$ cat src/rtl/alien_pkg.sv
// Shared types and constants for the alien formation hit tracker.
package alien_pkg;

    typedef enum logic [1:0] {IDLE, SCAN, DONE} state_t;

    localparam int unsigned ROWS_DEF    = 4;
    localparam int unsigned COLS_DEF    = 8;
    localparam int unsigned NUM_ALIENS  = ROWS_DEF * COLS_DEF;
    localparam int unsigned IDX_W       = $clog2(NUM_ALIENS);

    localparam int unsigned PTS_ROW0    = 30;
    localparam int unsigned PTS_ROW12   = 20;
    localparam int unsigned PTS_DEFAULT = 10;

    function automatic logic [15:0] row_points(input int unsigned row);
        if (row == 0)      return 16'(PTS_ROW0);
        else if (row <= 2) return 16'(PTS_ROW12);
        else               return 16'(PTS_DEFAULT);
    endfunction

endpackage

$ cat src/rtl/alien_hit_cmp.sv
// Point-in-box test: missile point against a centre with inclusive half-extents.
module alien_hit_cmp (
    input  logic signed [11:0] cx_i,
    input  logic signed [11:0] cy_i,
    input  logic        [9:0]  sx_i,
    input  logic        [9:0]  sy_i,
    input  logic        [9:0]  mx_i,
    input  logic        [9:0]  my_i,
    output logic               overlap_o
);

    logic signed [11:0] dx, dy, adx, ady;

    always_comb begin
        dx  = $signed({2'b00, mx_i}) - cx_i;
        dy  = $signed({2'b00, my_i}) - cy_i;
        adx = (dx < 0) ? -dx : dx;
        ady = (dy < 0) ? -dy : dy;
        overlap_o = (adx <= $signed({2'b00, sx_i})) && (ady <= $signed({2'b00, sy_i}));
    end

endmodule

$ cat src/rtl/alien_hit_tracker.sv
// Per-frame missile-vs-formation scan; one alien per cycle, at most one kill per frame.
// Optional ROW_POINTS_EN: kill score depends on the row of the alien.
module alien_hit_tracker
    import alien_pkg::*;
#(
    parameter int unsigned ROWS      = ROWS_DEF,
    parameter int unsigned COLS      = COLS_DEF,
    parameter int unsigned SPACING_X = 60,
    parameter int unsigned SPACING_Y = 45,
    parameter int unsigned POINTS    = PTS_DEFAULT
) (
    input  logic                            Clk,
    input  logic                            Reset,
    input  logic                            frame_start,
    input  logic                            new_wave,
    input  logic [9:0]                      AlienX,
    input  logic [9:0]                      AlienY,
    input  logic [9:0]                      AlienSX,
    input  logic [9:0]                      AlienSY,
    input  logic [9:0]                      MissileX,
    input  logic [9:0]                      MissileY,
    input  logic                            missile_active,
    output logic [ROWS*COLS-1:0]            alive_mask,
    output logic                            hit,
    output logic [$clog2(ROWS*COLS)-1:0]    hit_index,
    output logic [15:0]                     score,
    output logic                            wave_clear,
    output logic                            busy,
    output logic                            scan_done
);

    localparam int unsigned N  = ROWS * COLS;
    localparam int unsigned IW = $clog2(N);
    localparam int unsigned RW = (ROWS > 1) ? $clog2(ROWS) : 1;
    localparam int unsigned CW = (COLS > 1) ? $clog2(COLS) : 1;

    state_t          state_q, state_d;
    logic [IW-1:0]   idx_q, idx_d;
    logic [RW-1:0]   row_q, row_d;
    logic [CW-1:0]   col_q, col_d;
    logic [9:0]      ax_q, ay_q, sx_q, sy_q, mx_q, my_q;
    logic            ma_q;
    logic            snap_en;
    logic [N-1:0]    alive_q, alive_d;
    logic            hit_q, hit_d;
    logic [IW-1:0]   hit_index_q, hit_index_d;
    logic [15:0]     score_q, score_d;
    logic            wave_clear_q, wave_clear_d;

    logic signed [11:0] cx, cy;
    logic               overlap;
    logic [15:0]        pts;
    logic [16:0]        score_sum;

    always_comb begin
        cx = $signed({2'b00, ax_q}) + $signed(12'(32'(col_q) * SPACING_X));
        cy = $signed({2'b00, ay_q}) + $signed(12'(32'(row_q) * SPACING_Y));
`ifdef ROW_POINTS_EN
        pts = row_points(32'(row_q));
`else
        pts = 16'(POINTS);
`endif
        score_sum = {1'b0, score_q} + {1'b0, pts};
    end

    alien_hit_cmp u_cmp (
        .cx_i      (cx),
        .cy_i      (cy),
        .sx_i      (sx_q),
        .sy_i      (sy_q),
        .mx_i      (mx_q),
        .my_i      (my_q),
        .overlap_o (overlap)
    );

    always_comb begin
        state_d      = state_q;
        idx_d        = idx_q;
        row_d        = row_q;
        col_d        = col_q;
        snap_en      = 1'b0;
        alive_d      = alive_q;
        hit_d        = 1'b0;
        hit_index_d  = hit_index_q;
        score_d      = score_q;
        wave_clear_d = wave_clear_q;

        if (new_wave) begin
            alive_d      = '1;
            wave_clear_d = 1'b0;
            state_d      = IDLE;
        end else begin
            unique case (state_q)
                IDLE: begin
                    if (frame_start) begin
                        snap_en = 1'b1;
                        idx_d   = '0;
                        row_d   = '0;
                        col_d   = '0;
                        state_d = SCAN;
                    end
                end
                SCAN: begin
                    if (alive_q[idx_q] && ma_q && overlap) begin
                        alive_d[idx_q] = 1'b0;
                        hit_d          = 1'b1;
                        hit_index_d    = idx_q;
                        score_d        = score_sum[16] ? 16'hFFFF : score_sum[15:0];
                        state_d        = DONE;
                    end else if (idx_q == IW'(N - 1)) begin
                        state_d = DONE;
                    end else begin
                        idx_d = idx_q + 1'b1;
                        if (col_q == CW'(COLS - 1)) begin
                            col_d = '0;
                            row_d = row_q + 1'b1;
                        end else begin
                            col_d = col_q + 1'b1;
                        end
                    end
                    // Flag is visible in the same cycle as scan_done.
                    if (state_d == DONE) wave_clear_d = ~|alive_d;
                end
                DONE:    state_d = IDLE;
                default: state_d = IDLE;
            endcase
        end
    end

    always_ff @(posedge Clk) begin
        if (Reset) begin
            state_q      <= IDLE;
            idx_q        <= '0;
            row_q        <= '0;
            col_q        <= '0;
            ax_q         <= '0;
            ay_q         <= '0;
            sx_q         <= '0;
            sy_q         <= '0;
            mx_q         <= '0;
            my_q         <= '0;
            ma_q         <= 1'b0;
            alive_q      <= '1;
            hit_q        <= 1'b0;
            hit_index_q  <= '0;
            score_q      <= '0;
            wave_clear_q <= 1'b0;
        end else begin
            state_q      <= state_d;
            idx_q        <= idx_d;
            row_q        <= row_d;
            col_q        <= col_d;
            alive_q      <= alive_d;
            hit_q        <= hit_d;
            hit_index_q  <= hit_index_d;
            score_q      <= score_d;
            wave_clear_q <= wave_clear_d;
            if (snap_en) begin
                ax_q <= AlienX;
                ay_q <= AlienY;
                sx_q <= AlienSX;
                sy_q <= AlienSY;
                mx_q <= MissileX;
                my_q <= MissileY;
                ma_q <= missile_active;
            end
        end
    end

    assign alive_mask = alive_q;
    assign hit        = hit_q;
    assign hit_index  = hit_index_q;
    assign score      = score_q;
    assign wave_clear = wave_clear_q;
    assign busy       = (state_q != IDLE);
    assign scan_done  = (state_q == DONE);

endmodule

$ cat config.mk
export PLATFORM = sky130hd
export DESIGN_NAME = alien_hit_tracker
export DESIGN_NICKNAME = d
export VERILOG_FILES = /design/src/rtl/alien_pkg.sv /design/src/rtl/alien_hit_cmp.sv /design/src/rtl/alien_hit_tracker.sv
export SDC_FILE = /design/constraint.sdc
export NUM_CORES = 1
export LEC_CHECK = 0
export CAP_MARGIN = 25
export CORE_ASPECT_RATIO = 0.7
export CORE_MARGIN = 5
export CORE_UTILIZATION = 40
export DETAILED_ROUTE_END_ITERATION = 10
export REMOVE_ABC_BUFFERS = 1
export SLEW_MARGIN = 20
export SYNTH_ARGS = -nofsm -noshare
export SYNTH_HDL_FRONTEND = slang
export SYNTH_SLANG_ARGS = --single-unit
$ cat constraint.sdc
create_clock -name Clk -period 16.3 [get_ports Clk]
set_clock_uncertainty 0.2 [all_clocks]
set_input_delay 4.89 -clock Clk [delete_from_list [all_inputs] [get_ports Clk]]
set_output_delay 4.89 -clock Clk [all_outputs]
set_load 0.05 [all_outputs]
==> impl_metrics.xml <==
<?xml version="1.0" encoding="UTF-8"?>
<metrics>
  <group name="status">
    <metric name="run_status" unit="">completed</metric>
  </group>
  <group name="clocking">
    <metric name="cts.root.buffer_cell" unit="">sky130_fd_sc_hd__clkbuf_16</metric>
    <metric name="clock_transition_at_the_register_clock_pins_on_the_worst_setup_and_hold_paths_after_cts" unit="ps">70</metric>
    <metric name="cts_buffer_depth" unit="">2</metric>
    <metric name="clock_tree.htree_level_count" unit="">4</metric>
    <metric name="clock-sinks" unit="">128</metric>
    <metric name="post_cts_resized" unit="">0</metric>
    <metric name="clk_latency" unit="ps">420</metric>
    <metric name="post-cts-setup-buffer-count" unit="">0</metric>
    <metric name="cts_hold_buf" unit="">0</metric>
    <metric name="cts_inserted_buffers" unit="">17</metric>
    <metric name="tritoncts" unit="">yes</metric>
  </group>
  <group name="finish">
    <metric name="area_of_the_multi_input_gates" unit="mm2">0.005144</metric>
    <metric name="area.growth.synth_to_final" unit="%">24.92</metric>
    <metric name="register_area" unit="mm2">0.002562</metric>
    <metric name="insertedDiodeCount" unit="">0</metric>
    <metric name="design_area" unit="mm2">0.01025</metric>
    <metric name="final-instance-count-excl-fill" unit="">1426</metric>
    <metric name="fillCellCount" unit="">1943</metric>
    <metric name="final_nets" unit="">1291</metric>
    <metric name="post_route_cells_drive_above_1_share" unit="%">6.228</metric>
  </group>
  <group name="power_and_ir_drop">
    <metric name="internal_power" unit="mW">0.7140</metric>
    <metric name="power_switching" unit="mW">0.3803</metric>
    <metric name="power.leakage" unit="nW">3.853</metric>
    <metric name="combinational_share_of_power" unit="%">33.8</metric>
    <metric name="power.density_cell_area" unit="mW/mm2">106.8</metric>
    <metric name="power.clock.fraction" unit="%">36.5</metric>
    <metric name="power.share.sequential" unit="%">29.8</metric>
    <metric name="ir_worst_vdd" unit="V">0.00006627</metric>
    <metric name="sw_frac_of_total" unit="%">34.75</metric>
  </group>
  <group name="global_route">
    <metric name="grt_pass1_wl" unit="um">36490</metric>
    <metric name="grt_antenna_before_repair" unit="">0</metric>
    <metric name="pin_count_of_the_biggest_net_entering_global_routing" unit="">64</metric>
    <metric name="track_usage" unit="%">18.84</metric>
    <metric name="vias_in_the_first_global_route" unit="">7149</metric>
    <metric name="overflow" unit="">0</metric>
  </group>
  <group name="sta">
    <metric name="fin_setup_tns" unit="ps">0</metric>
    <metric name="finalSetupViolCount" unit="">0</metric>
    <metric name="max_freq" unit="MHz">123.7</metric>
    <metric name="rsz0062_at_grt" unit="">no</metric>
    <metric name="relSlewSlack" unit="%">41.88</metric>
    <metric name="final-max-slew-violation-count" unit="">0</metric>
    <metric name="finalHoldWorstSlack" unit="ps">254.8</metric>
    <metric name="finalWorstPathRequiredPeriod" unit="ps">8083</metric>
    <metric name="worst_pin_slew" unit="ps">869.2</metric>
    <metric name="finalHoldViolations" unit="">0</metric>
    <metric name="setup_ws" unit="ps">8217</metric>
    <metric name="ratio_of_final_minimum_period_to_clock_period" unit="%">49.59</metric>
  </group>
  <group name="synth">
    <metric name="post_synth_inst_count" unit="">1042</metric>
    <metric name="asyncSetResetFlopFracSynth" unit="%">0</metric>
    <metric name="seq_area_frac_synth" unit="%">31.23</metric>
    <metric name="synth-edff-count" unit="">0</metric>
    <metric name="synth_area" unit="mm2">0.008205</metric>
    <metric name="ys_top_cells_by_count" unit="">sky130_fd_sc_hd__nand2_1 (194), sky130_fd_sc_hd__dfxtp_1 (128), sky130_fd_sc_hd__a21oi_1 (114)</metric>
    <metric name="synthDominantCellAreaShare" unit="%">31.23</metric>
    <metric name="ys_dominant_reg_cell" unit="">sky130_fd_sc_hd__dfxtp_1</metric>
    <metric name="synth_seq_cells" unit="">128</metric>
    <metric name="yosysWarnings" unit="">0</metric>
    <metric name="synth_most_common_cell" unit="">sky130_fd_sc_hd__nand2_1</metric>
    <metric name="synth_cell_type_count" unit="">68</metric>
    <metric name="syn_avg_cell_area" unit="um2">7.875</metric>
    <metric name="netlist_top_cells_area" unit="">sky130_fd_sc_hd__dfxtp_1 (31%), sky130_fd_sc_hd__ha_1 (9.5%), sky130_fd_sc_hd__nand2_1 (8.9%), sky130_fd_sc_hd__a21oi_1 (7.0%), sky130_fd_sc_hd__fa_1 (5.1%)</metric>
    <metric name="yosys.area.top_type" unit="">sky130_fd_sc_hd__dfxtp_1</metric>
  </group>
  <group name="floorplan">
    <metric name="chipWidth" unit="um">181.2</metric>
    <metric name="rows" unit="">43</metric>
    <metric name="dieHeight" unit="um">129.8</metric>
    <metric name="floorplan.die_area" unit="mm2">0.02352</metric>
    <metric name="ios" unit="">122</metric>
    <metric name="initial_core_util" unit="%">41.00</metric>
    <metric name="core_area" unit="mm2">0.02001</metric>
  </group>
  <group name="routing">
    <metric name="viasPerCell" unit="">5.229</metric>
    <metric name="first_iter_violations" unit="">586</metric>
    <metric name="detailedRoute.firstPassIterationCount" unit="">7</metric>
    <metric name="detail_route.wl_per_cell" unit="um">15.35</metric>
    <metric name="wl" unit="um">21890</metric>
    <metric name="route.vias.total" unit="">7456</metric>
    <metric name="route.detailed.drc" unit="">0</metric>
    <metric name="final_antenna_net_count" unit="">0</metric>
  </group>
  <group name="worst_hold_path">
    <metric name="hold_path_class" unit="">register to register</metric>
  </group>
  <group name="place">
    <metric name="dpl.cell_count" unit="">1393</metric>
    <metric name="detailedPlacementHpwl" unit="um">15630</metric>
    <metric name="postPlaceCellArea" unit="mm2">0.009619</metric>
    <metric name="pre_cts_ws" unit="ps">8364</metric>
    <metric name="portBuffers" unit="">121</metric>
    <metric name="weighted_congestion_reported_at_the_end_of_routability_driven_placement" unit="">0.8502</metric>
  </group>
  <group name="flow_run">
    <metric name="max_cap_viol_count" unit="">0</metric>
  </group>
  <group name="setup_path">
    <metric name="cpMaxStageDelayCell" unit="">sky130_fd_sc_hd__nand4_1</metric>
    <metric name="cp_top_family" unit="">adder cells</metric>
    <metric name="critPathKind" unit="">register to register</metric>
    <metric name="critical_path_required" unit="ps">16430</metric>
    <metric name="timing.critical_path.arrival" unit="ps">8220</metric>
    <metric name="cp_common_cell" unit="">sky130_fd_sc_hd__a21oi_1</metric>
    <metric name="startpoint_type" unit="">register</metric>
    <metric name="crit_path_end_kind" unit="">register</metric>
    <metric name="max_stage_delay" unit="ps">810</metric>
    <metric name="timing.critical_path.fanout_max" unit="">20</metric>
    <metric name="path_buf_inv" unit="">1</metric>
  </group>
</metrics>
==> path summary, 6_finish.rpt <==
path | start | end | slack, ps | cells past startpoint
worst max-delay path | col_q[0] | score[15] | 8220 | 28
worst min-delay path | ay_q[3] | ay_q[3] | 250 | 2
worst max register to register | col_q[0] | score[15] | 8220 | 28
worst min register to register | ay_q[3] | ay_q[3] | 250 | 2
==> cell families after synthesis <==
kind of cell | Yosys count | share of synthesized area (%)
AOI/OAI and AO/OA | 254 | 18.34
xor gates and xnor gates | 38 | 4.056
adders and majority gates | 83 | 14.58
buffers and inverters | 137 | 6.404
DFF | 128 | 31.23
muxes | 18 | 3.431
and+or+nand+nor | 384 | 21.96
==> through the flow <==
stage                     util (%)  power, mW
final                        51.21      1.094
after global routing         51.21      1.167
after CTS                    51.11      1.100
after detailed placement     48.06     0.6961
after global placement       48.06     0.6918
after floorplan                  -     0.6043
==> flip-flops by register name, summed over array words and instances, names as in the netlist <==
register and count:
row_q 2, ay_q 10, sx_q 10, my_q 10, state_q 2, mx_q 10, score 16, alive_mask 32
col_q 3, hit_index 5, wave_clear 1, ax_q 10, ma_q 1, hit 1, sy_q 10, idx_q 5
==> power by group through the flow <==
stage	clock [mW]	combinational, mW	sequential [mW]
finish	0.399	0.370	0.326
global route	0.421	0.419	0.327
CTS	0.409	0.365	0.326
detailed placement	0	0.363	0.333
global placement	0	0.359	0.333
floorplan	0	0.273	0.332
==> layout by cell type (no fill, tap or decap), types with 10 or more instances in the layout <==
master	count
sky130_fd_sc_hd__dfxtp_1	128
sky130_fd_sc_hd__clkbuf_16	17
sky130_fd_sc_hd__nand2b_1	13
sky130_fd_sc_hd__nor2b_1	11
sky130_fd_sc_hd__xor2_1	11
sky130_fd_sc_hd__a21oi_1	114
sky130_fd_sc_hd__clkdlybuf4s50_1	120
sky130_fd_sc_hd__fa_1	21
sky130_fd_sc_hd__nand2_1	194
sky130_fd_sc_hd__inv_1	92
sky130_fd_sc_hd__xnor2_1	27
sky130_fd_sc_hd__nand3_1	17
sky130_fd_sc_hd__or2_2	10
sky130_fd_sc_hd__nand4_1	16
sky130_fd_sc_hd__ha_1	62
sky130_fd_sc_hd__nor2_1	53
sky130_fd_sc_hd__o21ai_0	72
sky130_fd_sc_hd__and3_1	12
sky130_fd_sc_hd__nor3_1	14
==> cell type report <==
cell class	count	share of cell area, %
multi-input combinational	777	50.18
sequential	128	25.00
timing repair buffer	126	12.16
clock buffer	18	4.285
inverter	93	3.406
tap	270	3.296
clock inverter	14	1.672
==> per-layer routing <==
| layer | GRT usage, % | share of wire (%) |
|---|---|---|
| met2 | 26.74 | 40 |
| met4 | 5.249 | 1.2 |
| met3 | 4.179 | 6.0 |
| met5 | 0 | 0 |
| met1 | 28.62 | 53 |
==> tightest hold or removal path, cell delays in order, from the launching register on <==
cell	delay, ps
sky130_fd_sc_hd__dfxtp_1	310
sky130_fd_sc_hd__nand2_1	50
sky130_fd_sc_hd__a21oi_1	50
Power figures use the tool's default switching activity.
